$ cat config.mk
export PLATFORM = sky130hd
export DESIGN_NAME = interrupt_arbiter
export DESIGN_NICKNAME = d
export VERILOG_FILES = /design/src/rtl/interrupt_arbiter.sv
export SDC_FILE = /design/constraint.sdc
export NUM_CORES = 1
export LEC_CHECK = 0
export CAP_MARGIN = 20
export CORE_ASPECT_RATIO = 1.4
export CORE_UTILIZATION = 47
export CTS_CLUSTER_DIAMETER = 120
export DETAILED_ROUTE_END_ITERATION = 12
export PLACE_DENSITY = 0.85
export RECOVER_POWER = 25
export SLEW_MARGIN = 20
export SYNTH_ARGS = -nofsm -noshare
export SYNTH_HDL_FRONTEND = slang
export SYNTH_SLANG_ARGS = --single-unit
$ cat constraint.sdc
create_clock -name fclk -period 2.15 [get_ports fclk]
set_clock_uncertainty 0.2 [all_clocks]
set_input_delay 0.43 -clock fclk [delete_from_list [all_inputs] [get_ports fclk]]
set_output_delay 0.43 -clock fclk [all_outputs]
set_load 0.03 [all_outputs]
$ cat src/rtl/interrupt_arbiter.sv
// ----------------------------------------------------------------------------
// interrupt_arbiter
//
// N-channel interrupt front end. Each active-low request line passes through a
// two-flop synchroniser plus one delay flop. Each channel is then captured as
// either a falling edge or a low level. Masks and non-maskable overrides are
// applied next, and the lowest-numbered eligible channel wins. The winning
// vector is presented and held through an ack / handled handshake with the
// control logic.
//
// Ports
//   fclk         in   1       system clock, all state updates on posedge
//   rstAll       in   1       synchronous active-high reset
//   haltAll      in   1       1 = freeze the FSM (intAck / intHandled ignored)
//   int_l        in   NUM_CH  asynchronous active-low request lines
//   edge_mode    in   NUM_CH  1 = falling-edge capture, 0 = level (low)
//   mask         in   NUM_CH  1 = channel masked, unless its NMI_MASK bit is set
//   intAck       in   1       control logic accepts the presented vector
//   intHandled   in   1       service routine entry complete
//   activeValid  out  1       vector presented / being serviced
//   activeInt    out  VEC_W   index of the presented channel
//   pending      out  NUM_CH  raw per-channel pending, before the mask
// ----------------------------------------------------------------------------
module interrupt_arbiter #(
  parameter int                NUM_CH   = 4,
  parameter int                VEC_W    = 2,
  parameter logic [NUM_CH-1:0] NMI_MASK = 4'b0001
) (
  input  logic              fclk,
  input  logic              rstAll,
  input  logic              haltAll,
  input  logic [NUM_CH-1:0] int_l,
  input  logic [NUM_CH-1:0] edge_mode,
  input  logic [NUM_CH-1:0] mask,
  input  logic              intAck,
  input  logic              intHandled,
  output logic              activeValid,
  output logic [VEC_W-1:0]  activeInt,
  output logic [NUM_CH-1:0] pending
);

  typedef enum logic [1:0] {
    IDLE    = 2'd0,
    REQ     = 2'd1,
    SERVICE = 2'd2
  } state_e;

  // Synchroniser, delay flop, edge-pending and last-seen mode.
  logic [NUM_CH-1:0] s1_q, s2_q, s3_q;
  logic [NUM_CH-1:0] epend_q, epend_d;
  logic [NUM_CH-1:0] mode_q;

  // FSM state and registered outputs.
  state_e            state_q, state_d;
  logic              valid_q, valid_d;
  logic [VEC_W-1:0]  vec_q, vec_d;

  // Combinational helpers.
  logic [NUM_CH-1:0] fall;
  logic [NUM_CH-1:0] elig;
  logic [NUM_CH-1:0] ack_clr;
  logic [VEC_W-1:0]  win;
  logic              any_elig;
  logic              ack_accept;

  // The sync / capture path keeps running while haltAll is high, so an edge
  // arriving during a freeze is still latched.
  // NOTE: sequential state uses non-blocking (<=) so every flop samples the
  // pre-edge values; blocking here would collapse s1->s2->s3 into one stage.
  always_ff @(posedge fclk) begin
    // The mode register follows edge_mode even in reset. A mode change that
    // happens across reset release is then not seen as a toggle.
    mode_q <= edge_mode;
    if (rstAll) begin
      s1_q    <= '1;
      s2_q    <= '1;
      s3_q    <= '1;
      epend_q <= '0;
    end else begin
      s1_q    <= int_l;
      s2_q    <= s1_q;
      s3_q    <= s2_q;
      epend_q <= epend_d;
    end
  end

  // A falling edge is visible one stage after the synchroniser output goes low.
  assign fall    = s3_q & ~s2_q;
  assign pending = (edge_mode & epend_q) | (~edge_mode & ~s2_q);
  assign elig    = pending & (~mask | NMI_MASK);

  // Lowest index wins. Scanning from the top lets the last assignment stick.
  // NOTE: every always_comb output gets a default first, so no path leaves it
  // unassigned and no latch is inferred.
  always_comb begin
    win      = '0;
    any_elig = 1'b0;
    for (int i = NUM_CH - 1; i >= 0; i--) begin
      if (elig[i]) begin
        win      = VEC_W'(i);
        any_elig = 1'b1;
      end
    end
  end

  // An ack counts only in REQ, when not frozen, and while the presented
  // channel is still eligible. In that case withdrawal takes precedence.
  assign ack_accept = (state_q == REQ) && !haltAll && elig[vec_q] && intAck;

  always_comb begin
    ack_clr = '0;
    for (int i = 0; i < NUM_CH; i++) begin
      ack_clr[i] = ack_accept && (vec_q == VEC_W'(i));
    end
  end

  // A new edge wins over an ack clear or a mode toggle in the same cycle.
  // Level-mode channels never accumulate edge-pending state.
  assign epend_d = (epend_q & ~ack_clr & ~(edge_mode ^ mode_q)) | (fall & edge_mode);

  always_comb begin
    state_d = state_q;
    valid_d = valid_q;
    vec_d   = vec_q;
    if (!haltAll) begin
      unique case (state_q)
        IDLE: begin
          if (any_elig) begin
            state_d = REQ;
            valid_d = 1'b1;
            vec_d   = win;
          end
        end
        REQ: begin
          // The vector is frozen: a higher-priority arrival does not preempt.
          if (!elig[vec_q]) begin
            state_d = IDLE;
            valid_d = 1'b0;
          end else if (intAck) begin
            state_d = SERVICE;
          end
        end
        SERVICE: begin
          // Mask or line changes are ignored here. Leaving via IDLE gives
          // the one-cycle bubble before the next request.
          if (intHandled) begin
            state_d = IDLE;
            valid_d = 1'b0;
          end
        end
        default: begin
          state_d = IDLE;
          valid_d = 1'b0;
        end
      endcase
    end
  end

  always_ff @(posedge fclk) begin
    if (rstAll) begin
      state_q <= IDLE;
      valid_q <= 1'b0;
      vec_q   <= '0;
    end else begin
      state_q <= state_d;
      valid_q <= valid_d;
      vec_q   <= vec_d;
    end
  end

  assign activeValid = valid_q;
  assign activeInt   = vec_q;

endmodule

== Yosys cells after proc, flatten, opt, wreduce, memory -nomap -nowiden ==
Index checks and enable logic that the tools add are counted.
Storage, ports and cells
  register bits: 25
  output and inout port bits: 7
  word-level logic and storage cells: 66
Cells by class
  reduce and logical (&&, ||, !) cells: 13
  bitwise operators: 16
  equality and inequality tests: 9
  multiplexer cells: 19
  magnitude comparators: 1
Operators by type and width (number)
  4-bit AND: 7
  4-bit NOT: 5
  2-bit two-way mux: 8
  1-bit two-way mux: 8
  4-bit bitwise OR: 2
  4-bit AND reduction: 2
  1-bit logical AND: 7
  2-bit equality test, second input constant: 3
  2-bit inequality test, second input constant: 3
  2-bit case mux with 3 select lines: 1
  2-bit by 1-bit equality test with 1-bit output, second input constant: 2
  2-bit logical NOT: 2
  4-bit bitwise XOR: 1
  2-bit by 3-bit less-than comparator with 1-bit output, second input constant: 1
  3-bit inequality test, second input constant: 1
  1-bit case mux with 3 select lines: 1
  3-bit AND reduction: 1
  1-bit binary-select mux with 2-bit select: 1
  1-bit logical NOT: 1
  1-bit NOT: 1

== Logic depth before layout (Yosys ltp) ==
  depth after elaboration: 13
  depth in mapped cells: 5

== Worst setup path before layout ==
Ideal clock, no wire load.
  path type: input to register
  start: in edge_mode[0]
  end: reg state_q[0]
  stages on the path: 5
  setup slack: 369 ps
  data arrival time: 1449 ps
  setup time: 132 ps
  cells stage by stage: nor2b_2 > a21oi_2 > or4_4 > a31oi_1 > a311oi_1
Between the ends
  cells in the longest elaborated chain, start to end: 8
  elaborated cells on any way between the ends: 13
  those cells by class: eq/ne (2); mux (5); bitwise (5); reduce/logical (1)
Ends and longest elaborated chain
  start, declared: RTL line 33  | input logic [NUM_CH-1:0] edge_mode,
  4-bit NOT: RTL line 89  | assign pending = (edge_mode & epend_q) | (~edge_mode & ~s2_q);
  4-bit AND: RTL line 89
  4-bit bitwise OR (*): RTL line 89
  named net pending[0]: RTL line 39  | output logic [NUM_CH-1:0] pending
  4-bit AND (*): RTL line 90  | assign elig = pending & (~mask | NMI_MASK);
  1-bit binary-select mux with 2-bit select: RTL line 136  | if (!elig[vec_q]) begin
  1-bit two-way mux (not written as such): RTL line 136
  3-bit inequality test (no source line) or 2-bit two-way mux (tied branches)
  4-bit AND reduction (no source line) or 2-bit case mux with 3 select lines (tied branches)
  end signal, assigned: RTL line 165  | state_q <= state_d;
  end, declared: RTL line 54  | state_e state_q, state_d;
The timed path passes the listed nets; every way through them passes the cells marked *. The select of a mux whose other input is x is not followed.
A chain may end at the register's enable or synchronous reset.

== Final worst setup path ==
  start: in edge_mode[1]
  end: out pending[1]
Between the ends
  cells in the longest elaborated chain, start to end: 3
  elaborated cells on any way between the ends: 4
  those cells by class: bitwise (4)
Ends and longest elaborated chain (RTL line)
  4-bit NOT: 89
  4-bit AND: 89
  4-bit bitwise OR (*): 89
  end, declared: 39
Every way passes the cells marked *; elsewhere a longest branch is shown, timed or not.

==> impl_metrics.toml <==
[sta]
worst_slew_pin_slew_ns = 0.748
fmax_ghz = 0.487
maxSlewViolCount = 0
finalHoldViolCount = 0
setup_tns_ns = 0
rsz0062_at_grt = "false"
fin_crit_ns = 2.05
period_share = 0.955
setup_viol = 0
finalWorstSetupSlack_ns = 0.0969
maxSlewHeadroom = 0.501

[yosys]
synth_top_family_by_area = "simple AND/OR/NAND/NOR gates"
synthesis.area_um2 = 1020
syn_avg_cell_area_um2 = 9.53
synthSimpleGateAreaFrac = 0.320
ys_seq_area_frac = 0.491
postSynthCellCount = 107
muxShareOfSynthArea = 0
synth_compound_area_frac = 0.125
syn_nets = 124
synth_adder_area_share = 0
ys_types = 31
synthXorXnorAreaFrac = 0.0344
synth-seq-cells = 25
yosys_warnings = 0

[clock_network]
cts_max_level = 1
ctsHoldBuffers = 0
clock_sinks = 25
clkTransAtPathRegs_ns = 0.13
post-cts-setup-buffers = 0
cts-root-buf = "clkbuf_4"
cts_buffers = 3
cts_tree = "built"
clk_latency_ns = 0.33
clock_path_buffers = 2

[floorplanning]
row_count = 19
die_h_um = 57.1
die_area_um2 = 2360
floorplan.initialDensity = 0.511
io_pins = 24
core_um2 = 2000
die_w_um = 41.4

[cells_and_area]
fill_cells = 184
fin_nets = 156
final_area_um2 = 1310
area_growth_pct = 28.7
antenna_cells = 0
drive_gt1_frac = 0.254

[placement]
gp_congestion = 0.823
post-place-ws_ns = -0.228
place_area_um2 = 1300
place_hpwl_um = 1550
portBuffers = 22

[worst_setup_path]
crit_end = "pending[1]"
arrival_ns = 1.42
path_max_fanout = 3
r2r_cells = 5
cp_num_cells = 5
slowest_delay_ns = 0.44
path_class = "in -> out"
crit_family = "buffers and inverters"
r2r_start = "activeInt[1]"
crit_slowest_cell = "clkdlybuf4s50_1"
crit_required_ns = 1.52
rrSetupSlack_ns = 0.37
critPathBufInv = 3
path_common_cell = "buf_4"
crit_path_start = "edge_mode[1]"
r2r-end = "state_q[0]"
crit_path_end_kind = "output port"
path_cells = "clkdlybuf4s50_1, nor2b_1, buf_4, nor2_1, buf_4"
worstSetupStartpointType = "input pin"

[drt]
routed_via_density = 5.40
post_drt_wl_per_cell_um = 12.8
drt_pre_antenna_iters = 4
drtIter0Drc = 19
drc = 0
via_count = 859
wl_um = 2030
ant_nets = 0

[pwr]
p_leak_uw = 0.000503
vdd_ir_drop_max_v = 0.000399
finalPower_uw = 867
powerDensity_nw_per_um2 = 661

[global_routing]
antenna_found_initial = 0
grt_start_max_net_pins = 23
grt_overflow = 0
grt_usage = 0.213
grt_pass1_wl_um = 3420
grt_pass1_vias = 851

[hold_path]
worstHoldPathType = "in -> reg"

[flow_run]
cap_violations = 0

[outcome]
status = "complete, no violations"
## worst reg2reg max path: cells and delay by family, from the launching register on
family          cells  cell delay (ns)
compound gates      3             0.60
buf+inv             1             0.10
flops               1             0.49
simple gates        1             0.29
## power breakdown
part	leakage [uW]	internal (uW)	total, uW	switching, uW
Combinational	0.000279	80.5	162	81.2
Sequential	0.000206	485	498	12.8
Clock	0.0000177	69.8	208	138
Total	0.000503	636	867	232
## worst min-delay path by stage
stage | from | to | slack [ns] | depth (start not counted)
after global placement | s1_q[0] | s2_q[0] | 0.19 | 1
final | edge_mode[2] | mode_q[2] | 0.09 | 1
after detailed placement | s1_q[0] | s2_q[0] | 0.19 | 1
after CTS | s1_q[0] | s2_q[0] | 0.22 | 1
after global routing | edge_mode[2] | mode_q[2] | 0.09 | 1
after floorplan | s1_q[0] | s2_q[0] | 0.19 | 1
## placed cells by master, fill, tap and decap left out, drive strengths merged, types with 2 or more instances in the layout
master,instances
dfxtp,25
inv,6
nor4,3
xnor2,4
o21ai,6
nand2,5
a211oi,3
nor3,4
nand4,4
a21oi,2
clkbuf,6
buf,10
and3,2
nor2b,6
and2b,3
o21a,2
nand4b,4
or2,12
nor2,6
dlygate4sd2,2
clkdlybuf4s50,13
## synthesized netlist by cell type, drive strengths merged
master  instances  area, um2
nor4            3       18.8
nand4b          4       35.0
a21oi           2       13.8
a211oi          3       22.5
nor2b           6       40.0
a31oi           1       6.26
and3            2       12.5
dfxtp          25        500
a221oi          1       15.0
or4             1       11.3
and2b           3       22.5
and2            1       6.26
inv             6       22.5
or2            12       75.1
nor3            4       30.0
a21o            1       7.51
a311oi          1       8.76
xnor2           4       35.0
o32ai           1       8.76
nand2           5       21.3
nand4           4       25.0
o21ai           6       30.0
o21a            2       15.0
nor2            6       22.5
clkbuf          2       7.51
nand2b          1       6.26
## sequential cells by signal (all words and copies together) (netlist names)
name,flops
mode_q,4
activeInt,2
epend_q,4
s2_q,4
state_q,2
s1_q,4
s3_q,4
activeValid,1
## cell families after synthesis
family                 Yosys count
flip-flops                      25
buffers and inverters            8
AO/OA/AOI/OAI                   18
XOR/XNOR                         4
AND/OR/NAND/NOR                 52
## metal layers
layer	global-route usage	routed length, um	up-vias
li1	-	-	440
met1	0.234	864	393
met2	0.355	1040	20
met3	0.0350	66	6
met4	0.124	60	0
met5	0	0	-
## per-stage QoR
| stage | cells | hold WS, ns | utilization |
|---|---|---|---|
| 2_1_floorplan | 107 | 0.189 | - |
| 3_3_place_gp | 155 | 0.192 | 0.652 |
| 3_5_place_dp | 155 | 0.195 | 0.652 |
| 4_1_cts | 159 | 0.225 | 0.665 |
| 5_1_grt | 159 | 0.0875 | 0.657 |
| 6_report | 159 | 0.0889 | 0.657 |
## cell type report
class / count / area (um2) / share of cell area
Sequential cell: 25 / 500 / 0.381
Tap cell: 21 / 26.3 / 0.0200
Inverter: 6 / 22.5 / 0.0172
Clock inverter: 1 / 5.00 / 0.00381
Multi-Input combinational cell: 74 / 492 / 0.375
Timing Repair Buffer: 29 / 244 / 0.186
Clock buffer: 3 / 22.5 / 0.0172
## what timing repair did
item,4_1_cts,5_1_grt
cloned,0,0
endpoints found under the hold margin,0,0
resized for setup,3,2
setup endpoints to repair,2,2
Power figures use the tool's default switching activity.
